==> config.mk <==
export PLATFORM = sky130hd
export DESIGN_NAME = chip8_keypad
export DESIGN_NICKNAME = d
export VERILOG_FILES = /design/src/rtl/chip8_pkg.sv /design/src/rtl/key_debounce.sv /design/src/rtl/chip8_keypad.sv
export SDC_FILE = /design/constraint.sdc
export NUM_CORES = 1
export LEC_CHECK = 0
export CAP_MARGIN = 20
export CORE_UTILIZATION = 35
export CTS_CLUSTER_DIAMETER = 40
export DETAILED_ROUTE_END_ITERATION = 16
export PLACE_DENSITY = 0.59
export SLEW_MARGIN = 20
export SYNTH_ARGS = -nofsm -noshare
export SYNTH_HDL_FRONTEND = slang
export SYNTH_SLANG_ARGS = --single-unit
==> constraint.sdc <==
create_clock -name clk_in -period 4.4 [get_ports clk_in]
set_input_delay 1.32 -clock clk_in [delete_from_list [all_inputs] [get_ports clk_in]]
set_output_delay 1.32 -clock clk_in [all_outputs]
set_load 0.02 [all_outputs]
==> src/rtl/chip8_pkg.sv <==
// Shared types and the keypad matrix map for the CHIP-8 keypad front end.
package chip8_pkg;

  typedef logic [3:0] key_t;

  localparam int unsigned NUM_KEYS = 16;

  // KEYMAP[row][col] gives the CHIP-8 key value wired at that matrix position.
  localparam key_t KEYMAP [4][4] = '{
    '{4'h1, 4'h2, 4'h3, 4'hC},
    '{4'h4, 4'h5, 4'h6, 4'hD},
    '{4'h7, 4'h8, 4'h9, 4'hE},
    '{4'hA, 4'h0, 4'hB, 4'hF}
  };

  typedef enum logic [1:0] {IDLE, ARMED, HELD} wait_state_t;

  typedef enum logic {DRIVE, SAMPLE} scan_state_t;

  function automatic key_t lowest_key(input logic [NUM_KEYS-1:0] keys);
    key_t k;
    k = '0;
    for (int i = NUM_KEYS - 1; i >= 0; i--) begin
      if (keys[i]) k = key_t'(i);
    end
    return k;
  endfunction

endpackage

==> src/rtl/key_debounce.sv <==
// Single-key debouncer: stable bit flips after DEBOUNCE_SCANS consecutive disagreeing samples.
module key_debounce #(
  parameter int unsigned DEBOUNCE_SCANS = 4
) (
  input  logic clk_in,
  input  logic rst_in,
  input  logic en,
  input  logic sample,
  output logic stable
);

  localparam int unsigned CNT_W = $clog2(DEBOUNCE_SCANS + 1);

  logic [CNT_W-1:0] cnt_q, cnt_d;
  logic             stable_q, stable_d;

  always_comb begin
    cnt_d    = cnt_q;
    stable_d = stable_q;
    if (en) begin
      if (sample == stable_q) begin
        cnt_d = '0;
      end else if (cnt_q == CNT_W'(DEBOUNCE_SCANS - 1)) begin
        cnt_d    = '0;
        stable_d = ~stable_q;
      end else begin
        cnt_d = cnt_q + 1'b1;
      end
    end
  end

  always_ff @(posedge clk_in) begin
    if (rst_in) begin
      cnt_q    <= '0;
      stable_q <= 1'b0;
    end else begin
      cnt_q    <= cnt_d;
      stable_q <= stable_d;
    end
  end

  assign stable = stable_q;

endmodule

==> src/rtl/chip8_keypad.sv <==
// 4x4 hex keypad scanner with per-key debounce and the FX0A wait-for-key handshake.
module chip8_keypad
  import chip8_pkg::*;
#(
  parameter int unsigned SETTLE_CYCLES  = 1000,
  parameter int unsigned DEBOUNCE_SCANS = 4
) (
  input  logic                clk_in,
  input  logic                rst_in,
  input  logic [3:0]          row_in,
  output logic [3:0]          col_out,
  output logic [NUM_KEYS-1:0] key_state,
  input  logic                wait_req,
  output logic                key_valid,
  output logic [3:0]          key_idx
);

  localparam int unsigned SETTLE_W = $clog2(SETTLE_CYCLES + 1);

  scan_state_t         scan_q, scan_d;
  logic [1:0]          col_q, col_d;
  logic [SETTLE_W-1:0] settle_q, settle_d;

  always_comb begin
    scan_d   = scan_q;
    col_d    = col_q;
    settle_d = settle_q;
    unique case (scan_q)
      DRIVE: begin
        if (settle_q == SETTLE_W'(SETTLE_CYCLES - 1)) begin
          settle_d = '0;
          scan_d   = SAMPLE;
        end else begin
          settle_d = settle_q + 1'b1;
        end
      end
      SAMPLE: begin
        col_d  = col_q + 2'd1;
        scan_d = DRIVE;
      end
      default: scan_d = DRIVE;
    endcase
  end

  always_ff @(posedge clk_in) begin
    if (rst_in) begin
      scan_q   <= DRIVE;
      col_q    <= 2'd0;
      settle_q <= '0;
    end else begin
      scan_q   <= scan_d;
      col_q    <= col_d;
      settle_q <= settle_d;
    end
  end

  assign col_out = ~(4'b0001 << col_q);

  // Debouncers are indexed by matrix position; remapped to key values below.
  logic [NUM_KEYS-1:0] stable_rc;

  for (genvar r = 0; r < 4; r++) begin : g_row
    for (genvar c = 0; c < 4; c++) begin : g_col
      key_debounce #(
        .DEBOUNCE_SCANS(DEBOUNCE_SCANS)
      ) u_key (
        .clk_in (clk_in),
        .rst_in (rst_in),
        .en     ((scan_q == SAMPLE) && (col_q == 2'(c))),
        .sample (~row_in[r]),
        .stable (stable_rc[r*4+c])
      );
    end
  end

  always_comb begin
    key_state = '0;
    for (int r = 0; r < 4; r++) begin
      for (int c = 0; c < 4; c++) begin
        key_state[KEYMAP[r][c]] = stable_rc[r*4+c];
      end
    end
  end

  wait_state_t         wait_q, wait_d;
  logic [NUM_KEYS-1:0] snap_q, snap_d;
  logic [NUM_KEYS-1:0] cand;
  key_t                cap_q, cap_d;
  key_t                idx_q, idx_d;
  logic                valid_q, valid_d;

  assign cand = key_state & ~snap_q;

  always_comb begin
    wait_d  = wait_q;
    snap_d  = snap_q;
    cap_d   = cap_q;
    idx_d   = idx_q;
    valid_d = 1'b0;
    unique case (wait_q)
      IDLE: begin
        // No re-arm in the cycle the completion pulse is visible.
        if (wait_req && !valid_q) begin
          snap_d = key_state;
          wait_d = ARMED;
        end
      end
      ARMED: begin
        if (!wait_req) begin
          wait_d = IDLE;
        end else begin
          // Releasing a key held at arm time makes it eligible on re-press.
          snap_d = snap_q & key_state;
          if (cand != '0) begin
            cap_d  = lowest_key(cand);
            wait_d = HELD;
          end
        end
      end
      HELD: begin
        if (!wait_req) begin
          wait_d = IDLE;
        end else if (!key_state[cap_q]) begin
          valid_d = 1'b1;
          idx_d   = cap_q;
          wait_d  = IDLE;
        end
      end
      default: wait_d = IDLE;
    endcase
  end

  always_ff @(posedge clk_in) begin
    if (rst_in) begin
      wait_q  <= IDLE;
      snap_q  <= '0;
      cap_q   <= '0;
      idx_q   <= '0;
      valid_q <= 1'b0;
    end else begin
      wait_q  <= wait_d;
      snap_q  <= snap_d;
      cap_q   <= cap_d;
      idx_q   <= idx_d;
      valid_q <= valid_d;
    end
  end

  assign key_valid = valid_q;
  assign key_idx   = idx_q;

endmodule

### Yosys cells after proc, flatten, opt, wreduce, memory -nomap -nowiden

Index checks and enable logic that the tools add are counted.

| storage, ports and cells | value |
|---|---|
| output and inout bits | 25 |
| register bits after elaboration | 104 |
| word-level logic and storage cells | 240 |

| cells by class | value |
|---|---|
| order comparisons | 1 |
| bitwise logic cells | 44 |
| equal/unequal tests | 42 |
| muxes and demuxes | 63 |
| reduce and logical (&&, ||, !) cells | 31 |
| add/sub/neg operators | 18 |
| shift operators | 1 |

Operator list:

| cell | count |
|---|---|
| two-way mux 3 bit | 32 |
| two-way mux 4 bit | 16 |
| AND reduction 3 bit | 20 |
| adder 3 x 1 -> 3 bit, second input constant | 16 |
| == test 3 x 2 -> 1 bit, second input constant | 16 |
| inverter 1 bit | 40 |
| bitwise AND 16 bit | 2 |
| two-way mux 16 bit | 2 |
| one-hot mux 16 bit (2 select lines) | 1 |
| == test 1 bit | 16 |
| inverter 16 bit | 1 |
| nonzero test 16 bit | 1 |
| adder 10 x 1 -> 10 bit, second input constant | 1 |
| == test 10 bit, second input constant | 1 |
| two-way mux 10 bit | 1 |
| two-way mux 2 bit | 5 |
| == test 2 bit, second input constant | 3 |
| inequality test 3 bit, second input constant | 2 |
| one-hot mux 2 bit (3 select lines) | 1 |
| logical AND 1 bit | 5 |
| less-than comparator 4 x 5 -> 1 bit, second input constant | 1 |
| binary-select mux 1 bit (select 4 bit) | 1 |
| == test 2 x 1 -> 1 bit, second input constant | 2 |
| zero test 2 bit | 2 |
| other kinds (9) | 12 |

### Logic depth before layout (Yosys ltp)

| logic depth | value |
|---|---|
| depth after elaboration | 18 |
| mapped depth | 8 |
| gate-level depth less buffers | 7 |

### Cells and area by module

Synthesis repeated with hierarchy kept, for this count alone.

| unflattened totals | value |
|---|---|
| cells, all modules | 521 |
| area, all modules | 4969.8 um^2 |

By module, submodules not included:

| module | area each (um^2) | cells an instance | instances |
|---|---|---|---|
| key_debounce | 182.7 | 19 | 16 |
| chip8_keypad | 2047.0 | 217 | 1 |

### Worst setup path before layout

OpenSTA, ideal clock, no wires.

| timing | value |
|---|---|
| path kind | input port to flip-flop |
| start point | input port wait_req |
| end point | register snap_q[10] |
| data required time | 4.281 ns |
| slack | 1.950 ns |
| buffers on the path | 1 |
| data arrival time | 2.332 ns |
| stages on the path | 5 |
| library setup time | 0.119 ns |
| cells stage by stage | nand2b_1 > nor3_2 > nor2_1 > clkbuf_1 > o221a_2 |

| between the ends | value |
|---|---|
| longest elaborated chain between the ends | 3 |

RTL lines:

| item | line | text |
|---|---|---|
| from (decl) | chip8_keypad.sv:13 | `input logic wait_req,` |
| logical AND 1 bit | chip8_keypad.sv:103 | `if (wait_req && !valid_q) begin` |
| inequality test 2 bit (no source line) | -- |  |
| AND reduction 3 bit (no source line) * | -- |  |
| to (signal assigned) | chip8_keypad.sv:142 | `snap_q <= snap_d;` |
| to (decl) | chip8_keypad.sv:86 | `logic [NUM_KEYS-1:0] snap_q, snap_d;` |

Mark *: on every way between the ends. The rest lies on a longest branch, timed or not.
A chain may end at the register's enable or synchronous reset.

### Worst setup path after layout

| timing | value |
|---|---|
| start point | register col_q[0] |
| end point | output port col_out[2] |

| between the ends | value |
|---|---|
| longest elaborated chain between the ends | 2 |

RTL lines:

| item | line | text |
|---|---|---|
| from (decl) | chip8_keypad.sv:21 | `logic [1:0] col_q, col_d;` |
| from (signal assigned) | chip8_keypad.sv:52 | `col_q <= col_d;` |
| left shift 1 x 2 -> 4 bit | chip8_keypad.sv:57 | `assign col_out = ~(4'b0001 << col_q);` |
| inverter 4 bit | chip8_keypad.sv:57 |  |
| to (decl) | chip8_keypad.sv:11 | `output logic [3:0] col_out,` |

Every way passes these cells.

==> flow_summary.yaml <==
cells_and_area:
  drive_above_1_share_pct: 8.443
  layout_common_cells: "dfxtp_1 (104), nor2_1 (63), a21oi_1 (38)"
  finalNetCount: 557
  final_cells: 709
  mostFrequentLayoutCell: "dfxtp_1"
  synthToLayoutAreaGrowth_pct: 13.19
  n_antenna_cell: 0
  final_util_pct: 41.19
sta:
  rsz0062_at_grt: "no"
  fin_crit_ns: 3.043
  hold_viol: 0
  fin_crit_sh_pct: 69.15
  holdWs_ns: 0.4672
  drv_slew: 0
  finClkSkew_ns: 0.006355
  worst_pin_slew_ns: 0.7781
  fmax_mhz: 328.7
  finalSetupTns_ns: 0
  slew_headroom_pct: 47.81
  setup_viol: 0
  setup_ws_ns: 1.357
power:
  pwr-share-seq_pct: 51.1
  power.density_nw_per_um2: 341.4
  p_leak_uw: 0.002183
  irDropWorstVdd_mv: 0.1958
  swShare_pct: 20.17
  power_frac_comb_pct: 3.6
  intPower_uw: 1504
  power_frac_clock_pct: 45.3
  p_switching_uw: 380.0
placed_design:
  portBuffers: 31
  post-place-ws_ns: 1.424
  place_hpwl_um: 7184
  finalWeightedCongestion: 0.8018
  dp_cells: 694
yosys:
  yosysTopAreaCell: "dfxtp_1"
  ys.flop_type: "dfxtp_1"
  ys.warnings.count: 0
  syn-num-nets: 555
  syn_inst: 527
  synth_edf_count: 0
  ys_seq_area_share_pct: 42.70
  syn-mean-instance-area_um2: 9.252
  synth_top_area_share_pct: 42.70
  synth_area_um2: 4876
  synth-seq-cells: 104
  synth_cell_types: 50
  async_flop_share_pct: 0
  yosys-top-cells-area: "dfxtp_1 (43%), ha_1 (5.4%), nor2_1 (4.8%)"
global_routing:
  grt_pass1_vias: 3659
  grt_util_met3_pct: 3.517
  grt_max_degree: 59
  antenna_found_initial: 0
  met2_usage_pct: 26.44
  grt_pass1_wl_um: 17730
  grt-busiest-layer: "met2"
  use_met1_pct: 19.00
  gr-usage-all-layers_pct: 15.47
  grt_overflow_total: 0
cts:
  cts_max_path_buffers: 2
  clock-sinks: 104
  cts_tree: "done"
  post_cts_buffers: 0
  htreeDepth: 3
  clk_latency_ns: 0.34
  cts_made_buffers: 9
  cts_resized: 0
  clock-root-buffer: "clkbuf_16"
  cts_hold_buf: 0
  path_clk_slew_ns: 0.07
setup_path:
  worstPathArrival_ns: 1.72
  crit_type: "reg2out"
  end_kind: "primary output"
  critPathLaunchType: "flip-flop"
  rrSetupSlack_ns: 2.30
  required_ns: 3.08
  cp_max_fo: 4
flow_run:
  drv_cap: 0
floorplanning:
  die_y_um: 120.0
  ios: 32
  core_area_um2: 13400
  dieArea_um2: 14410
  row_count: 42
  die_w_um: 120.0
  start_util_pct: 36.39
routing:
  wl_um: 10400
  dr.pass1.iters: 6
  num_vias: 3728
  vias_per_cell: 5.258
  post_drt_wl_per_cell_um: 14.67
  drt-initial-drc-count: 198
  drc: 0
  antenna_left: 0
status:
  status: "finished, final reports clean"
worst_hold_path:
  hold_path_class: "reg2reg"
==> per-stage QoR <==
stage | area [um2] | total power (uW)
2_1_floorplan | 4876 | 1029
3_3_place_gp | 5197 | 1049
3_5_place_dp | 5197 | 1052
4_1_cts | 5519 | 1907
5_1_grt | 5519 | 1950
6_report | 5519 | 1884
==> area by class of cell <==
type / instances / area, um2
Fill cell: 1314 / 7881
Clock buffer: 12 / 256.5
Inverter: 11 / 41.29
Tap cell: 176 / 220.2
Sequential cell: 104 / 2082
Timing Repair Buffer: 35 / 335.3
Multi-Input combinational cell: 368 / 2519
Clock inverter: 3 / 65.06
==> routing by layer <==
| metal | vias to the layer above | wire [um] |
|---|---|---|
| li1 | 1867 | - |
| met1 | 1801 | 5005 |
| met2 | 48 | 5020 |
| met3 | 12 | 261 |
| met4 | 0 | 115 |
| met5 | - | 0 |
==> cell families (layout without fill, tap and decap cells) <==
logic type               Yosys count  in the layout  synth area share [%]
buffers and inverters             55             61                 5.645
XOR/XNOR                          26             26                 4.670
adder cells (fa/ha/maj)           21             21                 5.389
flip-flops                       104            104                 42.70
AO/OA/AOI/OAI                    111            111                 16.32
multiplexers                      23             23                 5.235
AND/OR/NAND/NOR                  187            187                 20.04
==> Yosys cell counts, types with 16 or more instances <==
library cell	count
clkbuf_1	25
a311oi_1	16
ha_1	21
o21ai_0	21
nor2b_1	22
dfxtp_1	104
nor2_1	63
a21oi_1	38
mux2i_1	21
buf_4	16
and3_1	16
o221a_2	16
xor2_1	21
nand2_1	26
==> final timing paths <==
kind / from / to / depth (start not counted)
worst max-delay path: col_q[0] / col_out[2] / 4
worst min-delay path: key_idx[1] / key_idx[1] / 2
worst max register to register: g_row[1].g_col[0].u_key.stable / cap_q[0] / 5
worst min register to register: key_idx[1] / key_idx[1] / 2
==> state kept, by name (all words and copies together) (netlist names), 2 cells and up <==
name and flops:
wait_q 2, cap_q 4, settle_q 10, g_row.g_col.u_key.cnt_q 48, snap_q 16, col_q 2, g_row.g_col.u_key.stable 16, key_idx 4
==> worst max-delay path: stages (launching register included) <==
cell	delay, ns
dfxtp_1	0.39
inv_1	0.08
ha_1	0.25
inv_1	0.07
clkdlybuf4s50_1	0.59
==> power by group through the flow <==
stage,Sequential (uW),Clock [uW],Combinational [uW]
after floorplan,981,0,48.3
after global placement,983,0,66.4
after detailed placement,983,0,68.9
after CTS,961,877,69.1
after global routing,962,913,75.1
final,962,854,68.3
Power figures use the tool's default switching activity.
